<file path="config.mk">
export PLATFORM = sky130hd
export DESIGN_NAME = mcu_ahb_master_flat
export DESIGN_NICKNAME = d
export VERILOG_FILES = /design/src/rtl/mcu_ahb_pkg.sv /design/src/rtl/mcu_ahb_master_if.sv /design/src/rtl/mcu_ahb_master.sv /design/src/flat_wrapper.sv
export SDC_FILE = /design/constraint.sdc
export NUM_CORES = 1
export LEC_CHECK = 0
export CAP_MARGIN = 25
export CORE_MARGIN = 1.5
export CORE_UTILIZATION = 38
export CTS_CLUSTER_SIZE = 14
export DETAILED_ROUTE_END_ITERATION = 6
export PLACE_DENSITY = 0.76
export SLEW_MARGIN = 15
export SYNTH_ARGS = -nofsm -noshare
export SYNTH_HDL_FRONTEND = slang
export SYNTH_SLANG_ARGS = --single-unit
</file>
<file path="constraint.sdc">
create_clock -name HCLK -period 1.4 [get_ports HCLK]
set_input_delay 0.35 -clock HCLK [delete_from_list [all_inputs] [get_ports HCLK]]
set_output_delay 0.35 -clock HCLK [all_outputs]
set_load 0.05 [all_outputs]
</file>
<file path="src/rtl/mcu_ahb_pkg.sv">
// Shared AHB-Lite encodings plus the command alignment rule used by initiators.
package mcu_ahb_pkg;

  typedef enum logic [1:0] {
    HTRANS_IDLE   = 2'b00,
    HTRANS_BUSY   = 2'b01,
    HTRANS_NONSEQ = 2'b10,
    HTRANS_SEQ    = 2'b11
  } htrans_e;

  typedef enum logic [2:0] {
    HSIZE_BYTE = 3'd0,
    HSIZE_HALF = 3'd1,
    HSIZE_WORD = 3'd2
  } hsize_e;

  typedef enum logic {
    HRESP_OKAY  = 1'b0,
    HRESP_ERROR = 1'b1
  } hresp_e;

  localparam logic [2:0] HBURST_SINGLE = 3'b000;
  localparam logic [3:0] HPROT_DEFAULT = 4'b0011;

  // Natural alignment for byte/half/word; anything wider than a word is illegal.
  function automatic logic misaligned(input logic [1:0] addr_lo, input logic [2:0] size);
    logic bad;
    bad = 1'b0;
    if (size == HSIZE_HALF)      bad = addr_lo[0];
    else if (size == HSIZE_WORD) bad = (addr_lo != 2'b00);
    else if (size > HSIZE_WORD)  bad = 1'b1;
    return bad;
  endfunction

endpackage

</file>
<file path="src/rtl/mcu_ahb_master_if.sv">
// Command/response stream and AHB-Lite bus signals of the initiator.
interface mcu_ahb_master_if #(parameter int ADDR_W = 32);
  logic              cmd_valid;
  logic              cmd_ready;
  logic              cmd_write;
  logic [ADDR_W-1:0] cmd_addr;
  logic [2:0]        cmd_size;
  logic [31:0]       cmd_wdata;
  logic              rsp_valid;
  logic [31:0]       rsp_rdata;
  logic              rsp_err;
  logic              busy;
  logic [ADDR_W-1:0] HADDR;
  logic [1:0]        HTRANS;
  logic [2:0]        HSIZE;
  logic              HWRITE;
  logic [2:0]        HBURST;
  logic [3:0]        HPROT;
  logic [31:0]       HWDATA;
  logic              HREADY;
  logic              HRESP;
  logic [31:0]       HRDATA;

  modport master (
    input  cmd_valid, cmd_write, cmd_addr, cmd_size, cmd_wdata, HREADY, HRESP, HRDATA,
    output cmd_ready, rsp_valid, rsp_rdata, rsp_err, busy,
           HADDR, HTRANS, HSIZE, HWRITE, HBURST, HPROT, HWDATA
  );

  modport slave (
    output cmd_valid, cmd_write, cmd_addr, cmd_size, cmd_wdata, HREADY, HRESP, HRDATA,
    input  cmd_ready, rsp_valid, rsp_rdata, rsp_err, busy,
           HADDR, HTRANS, HSIZE, HWRITE, HBURST, HPROT, HWDATA
  );
endinterface

</file>
<file path="src/rtl/mcu_ahb_master.sv">
// AHB-Lite single-transfer initiator: valid/ready commands in, one in-order
// response out per command. Two-slot pipeline (address slot, data slot).
module mcu_ahb_master
  import mcu_ahb_pkg::*;
#(
  parameter int         ADDR_W    = 32,
  parameter logic [3:0] HPROT_VAL = HPROT_DEFAULT
) (
  input  logic           HCLK,
  input  logic           HRESETn,
  mcu_ahb_master_if.master bus
);

  logic              a_valid, a_write, a_supp;
  logic [ADDR_W-1:0] a_addr;
  logic [2:0]        a_size;
  logic [31:0]       a_wdata;
  logic              d_valid, d_write;
  logic [31:0]       d_wdata;
  logic              rsp_valid, rsp_err;
  logic [31:0]       rsp_rdata;

  logic cmd_mis, err1, adv, d_done, cmd_ready, take_aligned, take_mis;

  // Handshake and pipeline-advance decode.
  always_comb begin
    cmd_mis   = misaligned(bus.cmd_addr[1:0], bus.cmd_size);
    // First cycle of a two-cycle ERROR: the pipelined address must be pulled back.
    err1      = d_valid & bus.HRESP & ~bus.HREADY;
    adv       = a_valid & ~a_supp & bus.HREADY;
    d_done    = d_valid & bus.HREADY;
    // Misaligned commands wait for an empty pipe so their error response stays in order.
    cmd_ready = cmd_mis ? (~a_valid & ~d_valid)
                        : (~a_valid | (bus.HREADY & ~a_supp & ~err1));
    take_aligned = bus.cmd_valid & cmd_ready & ~cmd_mis;
    take_mis     = bus.cmd_valid & cmd_ready &  cmd_mis;
  end

  // Address slot: load on accept, drain on advance, hold through wait/error.
  always_ff @(posedge HCLK or negedge HRESETn) begin
    if (!HRESETn) begin
      a_valid <= 1'b0;
      a_write <= 1'b0;
      a_addr  <= '0;
      a_size  <= '0;
      a_wdata <= '0;
      a_supp  <= 1'b0;
    end else begin
      if (take_aligned) begin
        a_valid <= 1'b1;
        a_write <= bus.cmd_write;
        a_addr  <= bus.cmd_addr;
        a_size  <= bus.cmd_size;
        a_wdata <= bus.cmd_wdata;
      end else if (adv) begin
        a_valid <= 1'b0;
      end
      // Suppress the address phase for the second ERROR cycle, then reissue.
      if (err1)        a_supp <= 1'b1;
      else if (d_done) a_supp <= 1'b0;
    end
  end

  // Data slot: filled by address advance, retired when HREADY completes it.
  always_ff @(posedge HCLK or negedge HRESETn) begin
    if (!HRESETn) begin
      d_valid <= 1'b0;
      d_write <= 1'b0;
      d_wdata <= '0;
    end else if (adv) begin
      d_valid <= 1'b1;
      d_write <= a_write;
      d_wdata <= a_wdata;
    end else if (d_done) begin
      d_valid <= 1'b0;
    end
  end

  // Response register: one pulse per completed transfer or rejected command.
  always_ff @(posedge HCLK or negedge HRESETn) begin
    if (!HRESETn) begin
      rsp_valid <= 1'b0;
      rsp_err   <= 1'b0;
      rsp_rdata <= '0;
    end else begin
      rsp_valid <= d_done | take_mis;
      rsp_err   <= take_mis | (d_done & bus.HRESP);
      rsp_rdata <= (d_done & ~d_write & ~bus.HRESP) ? bus.HRDATA : 32'h0;
    end
  end

  assign bus.cmd_ready = cmd_ready;
  assign bus.rsp_valid = rsp_valid;
  assign bus.rsp_err   = rsp_err;
  assign bus.rsp_rdata = rsp_rdata;
  assign bus.busy      = a_valid | d_valid;
  assign bus.HTRANS    = (a_valid & ~a_supp) ? HTRANS_NONSEQ : HTRANS_IDLE;
  assign bus.HADDR     = a_addr;
  assign bus.HSIZE     = a_size;
  assign bus.HWRITE    = a_write;
  assign bus.HWDATA    = d_wdata;
  assign bus.HBURST    = HBURST_SINGLE;
  assign bus.HPROT     = HPROT_VAL;

endmodule

</file>
<file path="src/flat_wrapper.sv">
// flat-port wrapper written by rule: the top's interface ports become plain ports
module mcu_ahb_master_flat import mcu_ahb_pkg::*;
#(
  parameter int         ADDR_W    = 32,
  parameter logic [3:0] HPROT_VAL = HPROT_DEFAULT
)
  (HCLK, HRESETn, bus_cmd_valid, bus_cmd_write, bus_cmd_addr, bus_cmd_size, bus_cmd_wdata, bus_HREADY, bus_HRESP, bus_HRDATA, bus_cmd_ready, bus_rsp_valid, bus_rsp_rdata, bus_rsp_err, bus_busy, bus_HADDR, bus_HTRANS, bus_HSIZE, bus_HWRITE, bus_HBURST, bus_HPROT, bus_HWDATA);
  mcu_ahb_master_if #(.ADDR_W(ADDR_W)) bus_i ();
  input  logic HCLK;
  input  logic HRESETn;
  input wire logic [$bits(bus_i.cmd_valid)-1:0] bus_cmd_valid;
  input wire logic [$bits(bus_i.cmd_write)-1:0] bus_cmd_write;
  input wire logic [$bits(bus_i.cmd_addr)-1:0] bus_cmd_addr;
  input wire logic [$bits(bus_i.cmd_size)-1:0] bus_cmd_size;
  input wire logic [$bits(bus_i.cmd_wdata)-1:0] bus_cmd_wdata;
  input wire logic [$bits(bus_i.HREADY)-1:0] bus_HREADY;
  input wire logic [$bits(bus_i.HRESP)-1:0] bus_HRESP;
  input wire logic [$bits(bus_i.HRDATA)-1:0] bus_HRDATA;
  output wire logic [$bits(bus_i.cmd_ready)-1:0] bus_cmd_ready;
  output wire logic [$bits(bus_i.rsp_valid)-1:0] bus_rsp_valid;
  output wire logic [$bits(bus_i.rsp_rdata)-1:0] bus_rsp_rdata;
  output wire logic [$bits(bus_i.rsp_err)-1:0] bus_rsp_err;
  output wire logic [$bits(bus_i.busy)-1:0] bus_busy;
  output wire logic [$bits(bus_i.HADDR)-1:0] bus_HADDR;
  output wire logic [$bits(bus_i.HTRANS)-1:0] bus_HTRANS;
  output wire logic [$bits(bus_i.HSIZE)-1:0] bus_HSIZE;
  output wire logic [$bits(bus_i.HWRITE)-1:0] bus_HWRITE;
  output wire logic [$bits(bus_i.HBURST)-1:0] bus_HBURST;
  output wire logic [$bits(bus_i.HPROT)-1:0] bus_HPROT;
  output wire logic [$bits(bus_i.HWDATA)-1:0] bus_HWDATA;
  assign bus_i.cmd_valid = bus_cmd_valid;
  assign bus_i.cmd_write = bus_cmd_write;
  assign bus_i.cmd_addr = bus_cmd_addr;
  assign bus_i.cmd_size = bus_cmd_size;
  assign bus_i.cmd_wdata = bus_cmd_wdata;
  assign bus_i.HREADY = bus_HREADY;
  assign bus_i.HRESP = bus_HRESP;
  assign bus_i.HRDATA = bus_HRDATA;
  assign bus_cmd_ready = bus_i.cmd_ready;
  assign bus_rsp_valid = bus_i.rsp_valid;
  assign bus_rsp_rdata = bus_i.rsp_rdata;
  assign bus_rsp_err = bus_i.rsp_err;
  assign bus_busy = bus_i.busy;
  assign bus_HADDR = bus_i.HADDR;
  assign bus_HTRANS = bus_i.HTRANS;
  assign bus_HSIZE = bus_i.HSIZE;
  assign bus_HWRITE = bus_i.HWRITE;
  assign bus_HBURST = bus_i.HBURST;
  assign bus_HPROT = bus_i.HPROT;
  assign bus_HWDATA = bus_i.HWDATA;
  mcu_ahb_master #(.ADDR_W(ADDR_W), .HPROT_VAL(HPROT_VAL)) u_core (.HCLK(HCLK), .HRESETn(HRESETn), .bus(bus_i));
endmodule
</file>
==> run_results.csv, run 1 <==
group,metric,value,unit
pwr,finalPower,0.0216,W
job,max_cap_violations,0,
logic_synthesis,synthTopCellsByCount,"dfrtp_1 (138), mux2_2 (81), and2_1 (32)",
critical_path,critPathMaxFanout,5,
worst_hold_path,hold_depth,2,
logic_synthesis,synth_area_leader_cell,"dfrtp_1",
placement,gp_congestion,0.754,
critical_path,crit_type,"flop to flop",
placement,dp.cells,705,
global_route,gr-total-overflow,0,
critical_path,r2r_slack,-0.37,ns
logic_synthesis,syn_avg_cell_area,16.0,um2
floorplanning,die_w,118,um
drt,drt_iter0_markers,89,
placement,dpl_worst_slack,-0.799,ns
final_layout,layout.cells.non_filler,757,
pwr,ir_drop,1380,uV
critical_path,reg2reg_to,"u_core.a_wdata[0]$_DFFE_PN0P_",
sta,fin_skew,0.00681,ns
floorplanning,initial_utilization,39.5,%
worst_hold_path,hold_end,"u_core.bus.HSIZE[1]$_DFFE_PN0P_",
status,status,"finished with violations",
logic_synthesis,yosysWarningCount,0,
global_route,grt_pass1_vias,4007,
global_route,grt.total_usage,20.1,%
sta,drv_slew,0,
clocking,path_clk_slew,0.05,ns
sta,fin_ws,-0.369,ns
sta,grt_setup_unrepaired,"yes",
drt,drtAntennaViolNets,0,
logic_synthesis,async_flop_share,100,%
floorplanning,std_cell_rows,41,
worst_hold_path,hp-start,"bus_cmd_size[1]",
critical_path,timing.rr.start,"u_core.a_valid$_DFFE_PN0P_",
logic_synthesis,synth_edf_count,0,
critical_path,cp-end-kind,"flop",
sta,period_share,126,%
drt,drc,0,
pwr,p_per_area,2170,nW/um2
sta,setup_viol,104,
global_route,antenna_found_initial,1,
worst_hold_path,hold_class,"input port to flop",
critical_path,rr_worst_depth,6,
clocking,cts_tree,"yes",
status,violations,"negative setup slack",
logic_synthesis,ys_seq_area_share,68.2,%
logic_synthesis,synth_most_common_cell,"dfrtp_1",
critical_path,required,1.69,ns
floorplanning,die_h,118,um
logic_synthesis,synth_top_area_share,68.2,%
clocking,worstSkewPairLatency,0.41,ns
logic_synthesis,synth_xor_area_share,0,%
critical_path,cp.arrival,2.06,ns
drt,via_per_inst,4.68,
logic_synthesis,synth_top_family_by_area,"multiplexers",
drt,drt-wirelength-per-cell,20.1,um
logic_synthesis,yosys.area_share.simple,5.29,%
global_route,grt_max_degree,36,
final_layout,fillers,731,
global_route,grt_pass1_wl,21500,um
logic_synthesis,synth_ff_type,"dfrtp_1",
clocking,clockRootBuffer,"clkbuf_16",
critical_path,start_kind,"flop",
floorplanning,pin_count,218,
final_layout,area_growth,96.7,%
final_layout,fin_area,9960,um2
final_layout,nets,682,
logic_synthesis,synth_area,5060,um2
floorplanning,core_area,12800,um2
clocking,h-tree-depth,4,
drt,routed_wl,15200,um
clocking,numCtsBuffers,17,
clocking,cts_buffer_depth,2,
drt,num_vias,3545,
drt,dr.pass1.iters,4,
clocking,cts.sinks,138,
final_layout,drive_above_1_share,49.3,%
logic_synthesis,yosys.area_share.adder,0,%
sta,setup_tns,-25.83,ns
placement,dp.final_hpwl,9450,um
sta,fmaxAchievable,0.565,GHz
logic_synthesis,netlist_top_cells_area,"dfrtp_1 (68%), mux2_2 (18%), mux2_1 (4.2%)",
logic_synthesis,synth_compound_area_share,1.01,%
sta,hold_viol_final,0,
logic_synthesis,synth.distinct_cells,21,
floorplanning,die_area,14000,um2
pwr,p_leak,4.63,nW
placement,port_buffers,209,
logic_synthesis,syn_inst,317,
placement,place_area,8620,um2
logic_synthesis,synth-seq-cells,138,
logic_synthesis,synth_mux_area_share,22.2,%
sta,period_minus_slack,1.77,ns
[per-layer routing]
| metal | share of wire (%) | routed length (um) | vias up | GRT usage [%] |
|---|---|---|---|---|
| li1 | - | - | 1574 | - |
| met1 | 37 | 5650 | 1795 | 21.9 |
| met2 | 53 | 8050 | 155 | 34.5 |
| met3 | 8.0 | 1220 | 21 | 8.35 |
| met4 | 1.8 | 281 | 0 | 8.73 |
| met5 | 0 | 0 | - | 0 |
[per-stage QoR]
step | hold slack [ns] | utilization (%)
after CTS | 0.353 | 73.9
after global routing | 0.374 | 77.6
after global placement | 0.258 | 67.2
after detailed placement | 0.262 | 67.2
final | 0.378 | 77.6
after floorplan | 0.0544 | -
[placed cells by master, fill, tap and decap left out, types with 3 or more instances in the layout]
cell and n:
dfrtp_1 138, clkbuf_16 24, buf_4 11, buf_6 15, nand2_1 3, clkinv_2 3, and2_1 32, buf_12 117
conb_1 8, mux2_4 99, clkdlybuf4s50_1 98, dlygate4sd2_1 5, clkbuf_8 3
[cells by family after synthesis]
family / count (synthesis)
simple gates: 44
buf+inv: 25
compound gates: 8
mux: 100
flops: 138
other cells: 2
[flip-flops by register name, summed over array words and instances, names as in the netlist, 3 cells and up]
register              cells
u_core.bus.HADDR         32
u_core.bus.HSIZE          3
u_core.bus.HWDATA        32
u_core.bus.rsp_rdata     32
u_core.a_wdata           32
[worst max path at each step]
stage / to / from / cells after the start / slack (ns)
5_1_grt: u_core.a_wdata[1]$_DFFE_PN0P_ / u_core.a_supp$_DFFE_PN0P_ / 7 / -0.41
3_3_place_gp: u_core.a_wdata[6]$_DFFE_PN0P_ / bus_cmd_addr[0] / 6 / -0.75
4_1_cts: bus_cmd_ready / u_core.a_valid$_DFFE_PN0P_ / 5 / -0.33
3_5_place_dp: u_core.bus.HADDR[20]$_DFFE_PN0P_ / bus_cmd_size[0] / 6 / -0.80
2_1_floorplan: u_core.a_wdata[12]$_DFFE_PN0P_ / bus_cmd_addr[0] / 6 / -0.16
6_report: u_core.a_wdata[0]$_DFFE_PN0P_ / u_core.a_valid$_DFFE_PN0P_ / 6 / -0.37
[power breakdown]
part / internal [W] / switching, W / leakage [nW] / total (W)
logic: 0.00608 / 0.00500 / 2.68 / 0.0111
registers: 0.00532 / 0.00134 / 1.71 / 0.00667
clock network: 0.00233 / 0.00153 / 0.245 / 0.00386
total: 0.0137 / 0.00787 / 4.63 / 0.0216
[final cells by class]
type,instances,area (um2),share of cell area [%]
inverter,4,15.0,0.151
multi-input combinational,160,1930,19.4
tap,172,215,2.16
sequential,138,3450,34.7
antenna,1,2.50,0.0251
clock buffer,22,474,4.76
timing repair buffer,256,3850,38.6
clock inverter,4,22.5,0.226
[worst max-delay path: stages (launching register included)]
cell and delay [ns]:
dfrtp_1 0.40, a21boi_4 0.16, buf_12 0.13, nor3_4 0.28
buf_6 0.20, clkbuf_16 0.17, mux2_4 0.30
[repair_timing]
item / 4_1_cts / 5_1_grt
setup buffers: 11 / 5
hold endpoints to repair: 27 / 0
endpoints found under the setup margin: 71 / 89
hold buffers: 1 / 0
resized for setup: 40 / 88
cloned: 4 / 9
pin swaps: 5 / 2
Power figures use the tool's default switching activity.
==> inputs of run 2 (changes only) <==
- CORE_ASPECT_RATIO: default -> 1.4
==> run 2 against run 1 <==
Maximum frequency increased by 1.8%. Non-clock buffer count shrank 4. Via count grew 0.96%. Critical endpoint is now u_core.a_wdata[26]$_DFFE_PN0P_. Routed wire length rose by 1.3%. Critical path depth grew 2. Die area hardly changed. Largest cell class unchanged. Utilization grew 0.62 points. Global-route usage increased by 3.1 points. Sequential cell count unchanged. The run still ends with negative setup slack left.
==> run_results.csv, run 2 (synthesis gave the netlist of run 1 again) <==
group,metric,value,unit
global_route,gr-total-overflow,0,
final_layout,final_cell_mix,"dfrtp_1 (136), buf_12 (117), mux2_4 (100), clkdlybuf4s50_1 (97), and2_1 (32)",
floorplanning,core_area,12900,um2
clocking,h-tree-depth,4,
global_route,grt_max_degree,35,
placement,dpl_worst_slack,-0.840,ns
sta,fin_skew,0.00584,ns
floorplanning,die_h,140,um
floorplanning,die_w,101,um
critical_path,start_kind,"flop",
job,max_cap_violations,0,
global_route,antenna_found_initial,0,
global_route,top_usage_layer,"met2",
drt,drt_iter0_markers,109,
final_layout,multiInputGateArea,1930,um2
final_layout,final_common_cell,"dfrtp_1",
drt,drtAntennaViolNets,0,
pwr,p_per_area,2280,nW/um2
floorplanning,pin_count,218,
floorplanning,die_area,14000,um2
clocking,cts_tree,"yes",
global_route,use_met1,26.0,%
floorplanning,std_cell_rows,49,
placement,dp.final_hpwl,9850,um
final_layout,layout.cells.non_filler,763,
sta,setup_viol,103,
status,status,"finished with violations",
floorplanning,initial_utilization,39.1,%
global_route,grt_pass1_vias,4274,
placement,dp.cells,714,
drt,routed_wl,15400,um
critical_path,rr_worst_depth,8,
drt,num_vias,3579,
pwr,p_comb_share,47.8,%
clocking,cts_buffer_depth,2,
critical_path,path_cells,"inv_2, a21boi_4, buf_6, nor3_4, buf_6, buf_12, buf_16, mux2_4",
drt,drt-wirelength-per-cell,20.2,um
sta,period_share,124,%
placement,gp_congestion,0.756,
critical_path,slowest_stage,"dfrtp_1",
clocking,worstSkewPairLatency,0.41,ns
final_layout,diodes,0,
sta,fmaxAchievable,0.575,GHz
critical_path,cp_common_cell,"buf_6",
pwr,ir_drop,1460,uV
final_layout,fillers,682,
global_route,grtUsageMet2,41.8,%
sta,drv_slew,0,
final_layout,drive_above_1_share,50.1,%
global_route,use_met3,6.63,%
critical_path,required,1.70,ns
clocking,path_clk_slew,0.06,ns
critical_path,cp.arrival,2.03,ns
clocking,numCtsBuffers,17,
sta,hold_viol_final,0,
pwr,finalPower,0.0230,W
final_layout,nets,678,
pwr,p_clk_share,23.3,%
sta,fin_ws,-0.338,ns
sta,grt_setup_unrepaired,"yes",
critical_path,crit_type,"flop to flop",
clocking,cts.sinks,138,
final_layout,seqCellArea,3460,um2
sta,whs,0.273,ns
drt,dr.pass1.iters,4,
status,violations,"negative setup slack",
worst_hold_path,hold_class,"input port to flop",
critical_path,cp-end-kind,"flop",
pwr,p_leak,4.71,nW
pwr,switching_share,34.8,%
critical_path,critPathMaxFanout,5,
pwr,p_int,0.0150,W
global_route,grt.total_usage,23.2,%
pwr,seqPwrFrac,28.9,%
drt,drc,0,
placement,port_buffers,209,
final_layout,area_growth,100,%
critical_path,slowest_delay,0.40,ns
drt,via_per_inst,4.69,
worst_hold_path,hold_depth,2,
sta,period_minus_slack,1.74,ns
global_route,grt_pass1_wl,24000,um
pwr,power_switching,0.00801,W
clocking,clockRootBuffer,"clkbuf_16",
## run 2: critical path: cells and delay by family, from the launching register on
family          cells  cell delay, ns
flops               1            0.40
compound gates      1            0.06
buf+inv             5            0.62
mux                 1            0.30
simple gates        1            0.22
## run 2: repair_timing
action | 4_1_cts | 5_1_grt
endpoints found under the hold margin | 19 | 0
pin swaps | 6 | 2
setup endpoints to repair | 71 | 136
setup buffers | 10 | 3
resized for setup | 109 | 34
gates cloned | 7 | 4
hold buffers | 1 | 0
## run 2: routing by layer
metal | vias up | part of all wire, %
met1 | 1832 | 36
met5 | - | 0
met3 | 24 | 5.4
li1 | 1570 | -
met4 | 0 | 1.8
met2 | 153 | 56
## run 2: per-stage QoR
| stage | TNS [ns] | area, um2 | util, % |
|---|---|---|---|
| 2_1_floorplan | -8.27 | 5160 | - |
| 3_3_place_gp | -71.33 | 8670 | 67.0 |
| 3_5_place_dp | -76.50 | 8670 | 67.0 |
| 4_1_cts | -19.30 | 10000 | 77.6 |
| 5_1_grt | -27.58 | 10100 | 78.3 |
| 6_report | -22.87 | 10100 | 78.3 |
## run 2: layout make-up
type	count	share of cell area (%)
Clock buffer	21	4.65
Clock inverter	10	2.34
Inverter	4	0.148
Multi-Input combinational cell	160	19.1
Sequential cell	138	34.1
Tap cell	178	2.20
Timing Repair Buffer	252	37.4
## run 2: power groups by stage
stage               registers, W  logic, W  clock network [W]
floorplan                0.00917   0.00168                  0
global placement         0.00649   0.00969                  0
detailed placement       0.00660   0.00987                  0
CTS                      0.00662    0.0108            0.00542
global route             0.00682    0.0114            0.00561
finish                   0.00667    0.0110            0.00536
## run 2: final timing paths
path                                                 from  slack [ns]                             end
setup / recovery                u_core.a_supp$_DFFE_PN0P_       -0.34  u_core.a_wdata[26]$_DFFE_PN0P_
hold reg to reg            u_core.a_wdata[19]$_DFFE_PN0P_        0.51  u_core.a_wdata[19]$_DFFE_PN0P_
max in group asynchronous                         HRESETn        0.50  u_core.a_wdata[27]$_DFFE_PN0P_
hold / removal                                 bus_HREADY        0.27       u_core.a_supp$_DFFE_PN0P_
min in group asynchronous                         HRESETn        0.41      u_core.d_valid$_DFFE_PN0P_
setup reg to reg                u_core.a_supp$_DFFE_PN0P_       -0.34  u_core.a_wdata[26]$_DFFE_PN0P_
